`src/rtl/temp_monitor_sequencer_if.sv`:
```
// Handshake bundle between the temperature-monitor sequencer and its controller/ADC side.
interface temp_monitor_sequencer_if #(
  parameter int PERIOD_W = 16
);
  logic                TEMPMON_EN;
  logic [PERIOD_W-1:0] PERIOD;
  logic                TRIG;
  logic                DONE;
  logic                ENMONTSENSE;
  logic                ADC_START;
  logic                BUSY;
  logic                MEAS_DONE;
  logic                TIMEOUT_ERR;

  modport master (
    output TEMPMON_EN, PERIOD, TRIG, DONE,
    input  ENMONTSENSE, ADC_START, BUSY, MEAS_DONE, TIMEOUT_ERR
  );

  modport slave (
    input  TEMPMON_EN, PERIOD, TRIG, DONE,
    output ENMONTSENSE, ADC_START, BUSY, MEAS_DONE, TIMEOUT_ERR
  );
endinterface

```
`src/rtl/temp_monitor_sequencer.sv`:
```
// Sequences sensor enable, settle delay, ADC start and DONE capture for one temperature sample.
// Optional WAIT_DONE watchdog enabled by defining TEMPMON_TIMEOUT_EN.
module temp_monitor_sequencer #(
  parameter int SETTLE_CYCLES  = 16,
  parameter int PERIOD_W       = 16,
  parameter int TIMEOUT_CYCLES = 1023
) (
  input  logic                          SAMPLE_CLK,
  input  logic                          NRST_sync,
  temp_monitor_sequencer_if.slave       bus
);

  localparam int SETTLE_EFF = (SETTLE_CYCLES < 2) ? 2 : SETTLE_CYCLES;
  localparam int SW         = $clog2(SETTLE_EFF + 1);

  typedef enum logic [2:0] {
    IDLE      = 3'd0,
    SETTLE    = 3'd1,
    CONVERT   = 3'd2,
    WAIT_DONE = 3'd3,
    GAP       = 3'd4
  } state_t;

  state_t              state_q, state_d;
  logic [SW-1:0]       settle_q, settle_d;
  logic [PERIOD_W-1:0] ivl_q, ivl_d;
  logic                pend_q, pend_d;
  logic                en_q;
  logic                enmon_q, enmon_d;
  logic                start_q, start_d;
  logic                busy_q, busy_d;
  logic                mdone_q, mdone_d;

  logic ivl_active;
  logic en_rise;
  logic expiry;
  logic start;

`ifdef TEMPMON_TIMEOUT_EN
  localparam int WW = $clog2(TIMEOUT_CYCLES + 1);
  logic [WW-1:0] wd_q, wd_d;
  logic          tmo_err_q, tmo_err_d;
`endif

  // Expiry is masked on the enable rising edge, where the counter is being reloaded.
  assign ivl_active = bus.TEMPMON_EN && (bus.PERIOD != '0);
  assign en_rise    = bus.TEMPMON_EN && !en_q;
  assign expiry     = ivl_active && !en_rise && (ivl_q == '0);
  assign start      = (state_q == IDLE) && bus.TEMPMON_EN &&
                      (bus.TRIG || pend_q || expiry);

  always_comb begin
    state_d  = state_q;
    settle_d = settle_q;
    mdone_d  = 1'b0;
`ifdef TEMPMON_TIMEOUT_EN
    wd_d      = wd_q;
    tmo_err_d = tmo_err_q;
`endif
    case (state_q)
      IDLE: begin
        if (start) begin
          state_d  = SETTLE;
          settle_d = '0;
`ifdef TEMPMON_TIMEOUT_EN
          tmo_err_d = 1'b0;
`endif
        end
      end
      SETTLE: begin
        if (!bus.TEMPMON_EN) begin
          state_d = GAP;
        end else if (settle_q == SW'(SETTLE_EFF - 1)) begin
          state_d = CONVERT;
        end else begin
          settle_d = settle_q + SW'(1);
        end
      end
      CONVERT: begin
        // DONE coincident with ADC_START cannot belong to this conversion.
        state_d = bus.TEMPMON_EN ? WAIT_DONE : GAP;
`ifdef TEMPMON_TIMEOUT_EN
        wd_d = '0;
`endif
      end
      WAIT_DONE: begin
        if (!bus.TEMPMON_EN) begin
          state_d = GAP;
        end else if (bus.DONE) begin
          state_d = GAP;
          mdone_d = 1'b1;
        end
`ifdef TEMPMON_TIMEOUT_EN
        else if (wd_q == WW'(TIMEOUT_CYCLES - 1)) begin
          state_d   = GAP;
          tmo_err_d = 1'b1;
        end else begin
          wd_d = wd_q + WW'(1);
        end
`endif
      end
      GAP:     state_d = IDLE;
      default: state_d = IDLE;
    endcase

    enmon_d = (state_d == SETTLE) || (state_d == CONVERT) || (state_d == WAIT_DONE);
    start_d = (state_d == CONVERT);
    busy_d  = (state_d != IDLE);
  end

  always_comb begin
    ivl_d  = ivl_q;
    pend_d = pend_q;
    if (!ivl_active) begin
      ivl_d = '0;
    end else if (start || en_rise) begin
      ivl_d = bus.PERIOD - PERIOD_W'(1);
    end else if (ivl_q != '0) begin
      ivl_d = ivl_q - PERIOD_W'(1);
    end

    // An interval that expires mid-measurement is remembered and serviced from IDLE.
    if (!bus.TEMPMON_EN || start) begin
      pend_d = 1'b0;
    end else if (expiry && (state_q != IDLE)) begin
      pend_d = 1'b1;
    end
  end

  always_ff @(posedge SAMPLE_CLK or negedge NRST_sync) begin
    if (!NRST_sync) begin
      state_q  <= IDLE;
      settle_q <= '0;
      ivl_q    <= '0;
      pend_q   <= 1'b0;
      en_q     <= 1'b0;
      enmon_q  <= 1'b0;
      start_q  <= 1'b0;
      busy_q   <= 1'b0;
      mdone_q  <= 1'b0;
    end else begin
      state_q  <= state_d;
      settle_q <= settle_d;
      ivl_q    <= ivl_d;
      pend_q   <= pend_d;
      en_q     <= bus.TEMPMON_EN;
      enmon_q  <= enmon_d;
      start_q  <= start_d;
      busy_q   <= busy_d;
      mdone_q  <= mdone_d;
    end
  end

`ifdef TEMPMON_TIMEOUT_EN
  always_ff @(posedge SAMPLE_CLK or negedge NRST_sync) begin
    if (!NRST_sync) begin
      wd_q      <= '0;
      tmo_err_q <= 1'b0;
    end else begin
      wd_q      <= wd_d;
      tmo_err_q <= tmo_err_d;
    end
  end

  assign bus.TIMEOUT_ERR = tmo_err_q;
`else
  assign bus.TIMEOUT_ERR = 1'b0;
`endif

  assign bus.ENMONTSENSE = enmon_q;
  assign bus.ADC_START   = start_q;
  assign bus.BUSY        = busy_q;
  assign bus.MEAS_DONE   = mdone_q;

endmodule

```
`src/flat_wrapper.sv`:
```
// flat-port wrapper written by rule: the top's interface ports become plain ports
module temp_monitor_sequencer_flat 
#(
  parameter int SETTLE_CYCLES  = 16,
  parameter int PERIOD_W       = 16,
  parameter int TIMEOUT_CYCLES = 1023
)
  (SAMPLE_CLK, NRST_sync, bus_TEMPMON_EN, bus_PERIOD, bus_TRIG, bus_DONE, bus_ENMONTSENSE, bus_ADC_START, bus_BUSY, bus_MEAS_DONE, bus_TIMEOUT_ERR);
  temp_monitor_sequencer_if #(.PERIOD_W(PERIOD_W)) bus_i ();
  input  logic SAMPLE_CLK;
  input  logic NRST_sync;
  input wire logic [$bits(bus_i.TEMPMON_EN)-1:0] bus_TEMPMON_EN;
  input wire logic [$bits(bus_i.PERIOD)-1:0] bus_PERIOD;
  input wire logic [$bits(bus_i.TRIG)-1:0] bus_TRIG;
  input wire logic [$bits(bus_i.DONE)-1:0] bus_DONE;
  output wire logic [$bits(bus_i.ENMONTSENSE)-1:0] bus_ENMONTSENSE;
  output wire logic [$bits(bus_i.ADC_START)-1:0] bus_ADC_START;
  output wire logic [$bits(bus_i.BUSY)-1:0] bus_BUSY;
  output wire logic [$bits(bus_i.MEAS_DONE)-1:0] bus_MEAS_DONE;
  output wire logic [$bits(bus_i.TIMEOUT_ERR)-1:0] bus_TIMEOUT_ERR;
  assign bus_i.TEMPMON_EN = bus_TEMPMON_EN;
  assign bus_i.PERIOD = bus_PERIOD;
  assign bus_i.TRIG = bus_TRIG;
  assign bus_i.DONE = bus_DONE;
  assign bus_ENMONTSENSE = bus_i.ENMONTSENSE;
  assign bus_ADC_START = bus_i.ADC_START;
  assign bus_BUSY = bus_i.BUSY;
  assign bus_MEAS_DONE = bus_i.MEAS_DONE;
  assign bus_TIMEOUT_ERR = bus_i.TIMEOUT_ERR;
  temp_monitor_sequencer #(.SETTLE_CYCLES(SETTLE_CYCLES), .PERIOD_W(PERIOD_W), .TIMEOUT_CYCLES(TIMEOUT_CYCLES)) u_core (.SAMPLE_CLK(SAMPLE_CLK), .NRST_sync(NRST_sync), .bus(bus_i));
endmodule
```
`config.mk`:
```
export PLATFORM = sky130hd
export DESIGN_NAME = temp_monitor_sequencer_flat
export DESIGN_NICKNAME = d
export VERILOG_FILES = /design/src/rtl/temp_monitor_sequencer_if.sv /design/src/rtl/temp_monitor_sequencer.sv /design/src/flat_wrapper.sv
export SDC_FILE = /design/constraint.sdc
export NUM_CORES = 1
export LEC_CHECK = 0
export ABC_AREA = 1
export CORE_MARGIN = 1
export CORE_UTILIZATION = 45
export CTS_BUF_LIST = sky130_fd_sc_hd__clkbuf_16
export DETAILED_ROUTE_END_ITERATION = 10
export PLACE_DENSITY = 0.67
export SLEW_MARGIN = 15
export SYNTH_ARGS = -nofsm -noshare
export SYNTH_HDL_FRONTEND = slang
export SYNTH_SLANG_ARGS = --single-unit
```
`constraint.sdc`:
```
create_clock -name SAMPLE_CLK -period 2.8 [get_ports SAMPLE_CLK]
set_input_delay 0.7 -clock SAMPLE_CLK [delete_from_list [all_inputs] [get_ports SAMPLE_CLK]]
set_output_delay 0.7 -clock SAMPLE_CLK [all_outputs]
set_load 0.02 [all_outputs]
```
==> results.md, run 1 <==
- Metal-1 WL: 2660 um
- Total power after layout: roughly 0.0015 W
- CTS Hold Bufs: 0
- Maxcap violations: 0
- Critical path origin: bus_PERIOD[9]
- Place WS: -223 ps
- Final hold viol count: 0
- ANT nets after route: 0
- Hold/Removal Path Class: reg -> reg
- Fillers: 381
- Leakage: about 1.6 nW
- CTS tree: done
- Mux share of post-synthesis cell area: 0.00530
- Async SR Flop Fraction: 1.00
- WS Path Type: in -> reg
- Synth Cell Area: 2130 um2
- Layout Nets: 415
- Sink Count: 30
- FF+latch area: 751 um2
- Total area of multi-input combinational cells: 1260 um2
- Failing checks: DRC
- Initial antenna violation count: 0
- Share of the synthesized area in the top cell type: 0.353
- Clock H-tree levels: 2
- Clk_skew: 3.08 ps
- Post-DP HPWL: 4160 um
- Synth Area in Simple Gates: 0.460
- Clock insertion delay at the later pin of the skew report: 280 ps
- Syn Inst Count: between 300 and 400
- Post-synth top cells: 91 x nand2_1, 62 x nor2_1, 30 x dfrtp_1, 30 x inv_1, 18 x nand3_1
- Synth Area in Adders: 0.0177
- IO Pins: 26
- XOR/XNOR Fraction of Synth Area: 0.00412
- Vias: 2247
- Final period util: 0.939
- Residual DRC: 2
- Vias in the first global route: 2073
- Worst reg2reg setup slack: 500 ps
- Drt total wl: 5760 um
- RR Startpoint: u_core.ivl_q[11]$_DFFE_PN0P_
- WP data required: 3010 ps
- Area Growth Syn to Fin: 41.6%
- Peak supply drop: 0.297 mV
- WL per Instance: 13.0 um
- Share of layout cells above drive strength 1: 0.253
- Post-synthesis sequential area ratio: 0.353
- Final worst slack: 171 ps
- Min cycle time layout: 2630 ps
- CTS buffer count: 5
- Final GP Congestion: 0.870
- Worst-path fanout max: 11
- Crit. End Element: flop
- Number of synthesized flops with an enable pin: 0
- Highest routed layer: met4
- Largest family of logic cells by synthesized area: simple AND/OR/NAND/NOR gates
- Syn Nets: 340
- Cell accounting for the most synthesized area: dfrtp_1
- Site row count: 24
- Register-to-Register Path Depth: 16
- Reg2reg end: u_core.ivl_q[11]$_DFFE_PN0P_
- Power Dens Cells: between 500 and 600 nW/um2
- Clock root buffer: clkbuf_16
- Complex-gate fraction of the synthesized area: 0.0653
- Width of the die: ~70 um
- Port Buffers: 24
- Diode count: 0
- Worst Path Arrival: 2840 ps
- DR pass1 iterations: 7
- Initial Util: 0.478
- Total Routing Usage GR: 0.234
- Clk slew on worst S/H paths: ~50 ps
- Routed wl met2: 2760 um
- Final core utilization: 0.677
- Yosys cell types: 32
- Setup TNS: 0 ps
- Outcome: finished with violations
- DR vias/cell: 5.06
- Max frequency: 380 MHz
- Yosys warnings: 0
- Global route overflow: 0
- CTS max path bufs: 2
- Slew Limit Fails: 0
- Most numerous cell in the Yosys netlist: nand2_1
- Full die area: 5000 um2
- Crit path capture: u_core.ivl_q[11]$_DFFE_PN0P_
- Met3 routed WL: 237 um
- Register bit total from synthesis: 30
- 1st-iter DRT viols: 128
- Syn Area/Cell: between 6 and 7 um2
- CP startpoint kind: input pin
- Core area: 4440 um2
- First-pass GRT wire length: 9150 um
- Synth area leaders: dfrtp_1 35%, nand2_1 16%, nor2_1 11%, inv_1 5.3%, nand3_1 4.2%
- Synth Flop Type: dfrtp_1
- Worst Hold Depth: 1
- Largest net degree at the start of global routing: 31
- Die height: approximately 71 um
- Final setup viols: 0
where the power goes:
group	internal (W)	switching, W	total [W]
Combinational	0.000239	0.000303	0.000542
Sequential	0.000475	0.0000284	0.000504
Clock	0.000320	0.000184	0.000504
layer usage:
metal / GRT usage / up-vias
met3: 0.0399 / 9
met5: 0 / -
li1: - / 1145
met1: 0.312 / 1049
met2: 0.390 / 44
met4: 0.0733 / 0
through the flow:
stage | hold WS [ps] | cells | cell area, um2
global route | 531 | 444 | 3010
finish | 517 | 444 | 3010
CTS | 515 | 440 | 2870
floorplan | 404 | 316 | 2130
global placement | 495 | 432 | 2740
detailed placement | 509 | 432 | 2740
critical path, stage by stage:
cell,delay (ps)
clkdlybuf4s50_1,480
nor2_1,50
nand2_1,50
nor2_1,50
nand2_1,70
nand2_2,70
o21ai_4,170
nand2_4,150
buf_6,190
nand3_1,70
nand2_1,90
inv_1,100
nand2_1,130
nor2_2,140
nand3_1,110
nand2_1,80
nand2_1,50
nor2_1,90
layout by cell type, fill, tap and decap left out, types with 10 or more instances in the layout:
cell type        count
nand3_1             18
a21oi_1             11
dlymetal6s2s_1      10
nand2_1             88
nor2_2              13
inv_1               31
nand3b_1            12
dfrtp_1             30
buf_4               47
nand2_2             11
clkdlybuf4s50_1     14
nor2_1              54
logic make-up (layout without fill, tap and decap cells):
kind of cell | Yosys count | in the layout
adders and majority gates | 3 | 3
and+or+nand+nor | 215 | 217
AOI/OAI and AO/OA | 24 | 24
xor gates and xnor gates | 1 | 1
DFF | 30 | 30
other | 1 | 1
muxes | 1 | 1
buffers and inverters | 41 | 115
layout make-up:
type / count / share of cell area
clock inverter: 3 / 0.00416
multi-input combinational: 247 / 0.420
sequential: 30 / 0.249
clock buffer: 5 / 0.0416
timing repair buffer: 75 / 0.223
tap: 52 / 0.0216
inverter: 32 / 0.0399
what timing repair did:
action | in CTS | in global routing
gates resized for setup | 0 | 32
endpoints found under the setup margin | 0 | 11
buffers inserted | 0 | 2
state kept, by name, indices dropped and copies added (netlist names):
signal and count:
u_core.pend_q 1, u_core.bus.BUSY 1, u_core.bus.MEAS_DONE 1, u_core.state_q 3, u_core.ivl_q 16, u_core.settle_q 5
u_core.bus.ADC_START 1, u_core.en_q 1, u_core.bus.ENMONTSENSE 1
worst min-delay path by stage:
stage                                    from                              to
2_1_floorplan                       NRST_sync  u_core.bus.ADC_START$_DFF_PN0_
4_1_cts        u_core.settle_q[0]$_DFFE_PN0P_  u_core.settle_q[0]$_DFFE_PN0P_
6_report       u_core.settle_q[0]$_DFFE_PN0P_  u_core.settle_q[0]$_DFFE_PN0P_
3_3_place_gp   u_core.settle_q[0]$_DFFE_PN0P_  u_core.settle_q[0]$_DFFE_PN0P_
3_5_place_dp   u_core.settle_q[0]$_DFFE_PN0P_  u_core.settle_q[0]$_DFFE_PN0P_
5_1_grt        u_core.settle_q[0]$_DFFE_PN0P_  u_core.settle_q[0]$_DFFE_PN0P_
Note: power is estimated with default switching activity, not from simulation.
==> run 2, diff against run 1 <==
--- a/config.mk
+++ b/config.mk
@@ -10,6 +10,7 @@
 export CORE_UTILIZATION = 45
 export CTS_BUF_LIST = sky130_fd_sc_hd__clkbuf_16
 export DETAILED_ROUTE_END_ITERATION = 10
+export DONT_BUFFER_PORTS = 1
 export PLACE_DENSITY = 0.67
 export SLEW_MARGIN = 15
 export SYNTH_ARGS = -nofsm -noshare
==> run 2 against run 1 <==
Compared with the run above:
- the flow still finishes with violations (DRC)
- global-route usage fell by 1.3 points
- setup slack improved by 120 ps
- combinational power fell by 35%
- first-iteration DRC count rose by 8.6%
- cell count fell by 16%
- routed wire length fell by 12%
- total power fell by 11%
- critical path type is now reg -> reg
==> results.md, run 2 (synthesis gave the netlist of run 1 again) <==
- Clk slew on worst S/H paths: 50 ps (about the same)
- Crit. End Element: flop
- Total Routing Usage GR: 0.221 (-0.0127)
- DR vias/cell: 5.24 (+3.5%)
- Vias: 1943 (-14%)
- Vias in the first global route: 1808 (-13%)
- CTS buffer count: 5 (unchanged)
- CTS max path bufs: 2 (unchanged)
- Placed cell area: 2140 um2 (-22%)
- Crit-path slowest cell: dfrtp_1
- Slew Limit Headroom: 0.568
- Final instance area: 2290 um2 (-24%)
- Failing checks: DRC
- Initial Util: 0.478 (unchanged)
- Die height: 70.7 um (unchanged)
- Power Dens Cells: 598 nW/um2 (+16%)
- RSZ-0062 raised after global routing: no
- Core area: 4440 um2 (unchanged)
- Maxcap violations: 0 (unchanged)
- Sw Pwr: 0.000452 W (-12%)
- Final setup viols: 0 (unchanged)
- Final hold viol count: 0 (unchanged)
- Cells along the critical path: nor2_1 -> nand2_1 -> nor2_2 -> nand3_2 -> o21ai_2 -> nand2_4 -> nand2_8 -> nand2_1 -> nand2_1 -> ha_1 -> nand3_2 -> nor2_2 -> nand2_1 -> nand2_1 -> inv_1 -> nor2_1
- Layout Nets: 342 (-18%)
- Min cycle time layout: 2510 ps (-118 ps)
- Final core utilization: 0.516 (-0.161)
- Area Growth Syn to Fin: 7.83%
- Clock H-tree levels: 2 (unchanged)
- Peak supply drop: 0.353 mV (+19%)
- Sink Count: 30 (unchanged)
- Max frequency: 398 MHz (+4.7%)
- WL per Instance: 13.6 um (+4.8%)
- Initial antenna violation count: 0 (unchanged)
- Leakage: 1.20 nW (-27%)
- IO Pins: 26 (unchanged)
- Worst Path Arrival: 2710 ps (-130 ps)
- Final GP Congestion: 0.872 (+0.18%)
- Biggest regs: u_core.ivl_q: 16 flops, u_core.settle_q: 5 flops, u_core.state_q: 3 flops
- CTS tree: done
- Fillers: 444 (+17%)
- Cell mode on critical path: nand2_1
- Comb pwr share: 0.257 (-0.093)
- Final period util: 0.897 (-0.0422)
- Clk pwr share: 0.371 (+0.046)
- Setup TNS: 0 ps (unchanged)
- Global route overflow: 0 (unchanged)
- Diode count: 0 (unchanged)
- Drt total wl: 5050 um (-12%)
- Worst path max stage delay: 430 ps (-50 ps)
- Clk_skew: 1.50 ps (-1.58 ps)
- Leading cell types in the layout, fill and taps excluded: 91 x nand2_1, 61 x nor2_1, 30 x inv_1, 30 x dfrtp_1, 18 x nand3_1
- 1st-iter DRT viols: 139 (+8.6%)
- WP data required: 3000 ps (about the same)
- Post-DP HPWL: 3690 um (-11%)
- Largest net degree at the start of global routing: 31 (unchanged)
- Sequential fraction of design power: 0.372 (+0.047)
- Place WS: 89.1 ps (+312 ps)
- WS Path Type: reg -> reg
- Most flops, register: u_core.ivl_q
- Least-Margin Pin Slew: ~640 ps
- Max reg flops: 16 (unchanged)
- Site row count: 24 (unchanged)
- Worst-path fanout max: 14 (+3)
- Full die area: 5000 um2 (unchanged)
- CP startpoint kind: flop
- Share of layout cells above drive strength 1: 0.122 (-0.130)
- DR pass1 iterations: 7 (unchanged)
- Clock root buffer: clkbuf_16
- First-pass GRT wire length: 8500 um (-7.1%)
- Number of post-CTS setup repair buffers: 0 (unchanged)
- Switching share of power: 0.330 (-0.00288)
- Width of the die: 70.7 um (unchanged)
- Post-CTS resize count: 0 (unchanged)
- ANT nets after route: 0 (unchanged)
- Int Pwr: 0.000919 W (-11%)
- Residual DRC: 2 (unchanged)
- Clock insertion delay at the later pin of the skew report: 270 ps (about the same)
- Outcome: finished with violations
- Port Buffers: 0 (-100%)
- Most common cell after layout, fill and taps aside: nand2_1
- CP delay by family, top: simple AND/OR/NAND/NOR gates
- Slew Limit Fails: 0 (unchanged)
- Worst Path Buf+Inv: 1 (-2)
- Hold/Removal Path Class: in -> async
- CTS Hold Bufs: 0 (unchanged)
- Final worst slack: 289 ps (+118 ps)
## run 2: cell types whose count changed in the layout (fill, tap and decap cells not counted), sizes merged
cell	delta
buf	-48
dlymetal6s2s	-10
inv	-1
clkdlybuf4s50	-14
nand2	-1
clkinvlp	+1
## run 2: power by group through the flow
stage / Combinational [W] / Sequential (W) / Clock [W]
after floorplan: 0.000293 / 0.000507 / 0
after global placement: 0.000339 / 0.000517 / 0
after detailed placement: 0.000342 / 0.000516 / 0
after CTS: 0.000345 / 0.000510 / 0.000518
after global routing: 0.000407 / 0.000517 / 0.000536
final: 0.000352 / 0.000511 / 0.000508
## run 2: path summary, 6_finish.rpt
check                      cells past startpoint  slack (ps)                            from                             end
setup / recovery                              16         290     u_core.ivl_q[6]$_DFFE_PN0P_    u_core.ivl_q[10]$_DFFE_PN0P_
hold / removal                                 0         120                       NRST_sync  u_core.bus.MEAS_DONE$_DFF_PN0_
setup reg to reg                              16         290     u_core.ivl_q[6]$_DFFE_PN0P_    u_core.ivl_q[10]$_DFFE_PN0P_
hold reg to reg                                1         510  u_core.settle_q[0]$_DFFE_PN0P_  u_core.settle_q[0]$_DFFE_PN0P_
max in group asynchronous                      0        2610                       NRST_sync     u_core.ivl_q[8]$_DFFE_PN0P_
min in group SAMPLE_CLK                        0         450                  bus_TEMPMON_EN           u_core.en_q$_DFF_PN0_
## run 2: layout make-up
cell class | count | area (um2) | share of cell area
inverters | 32 | 120 | 0.0524
multi-input cells | 246 | 1190 | 0.520
repair buffers | 3 | 22.5 | 0.00983
clock inverters | 3 | 16.3 | 0.00710
flip-flops and latches | 30 | 751 | 0.328
clock buffers | 5 | 125 | 0.0546
well taps | 52 | 65.1 | 0.0284
## run 2: per-layer routing
metal  track usage  vias up  share of wire
li1              -     1003              -
met1         0.322      865           0.47
met2         0.327       67           0.43
met3        0.0470        8          0.086
met4        0.0756        0          0.017
met5             0        -              0
## run 2: metrics by stage
stage / hold slack, ps / cells / power [W]
CTS: 112 / 370 / 0.00137
finish: 119 / 371 / 0.00137
global route: 108 / 371 / 0.00146
floorplan: 404 / 316 / 0.000800
detailed placement: 405 / 362 / 0.000858
global placement: 405 / 362 / 0.000856
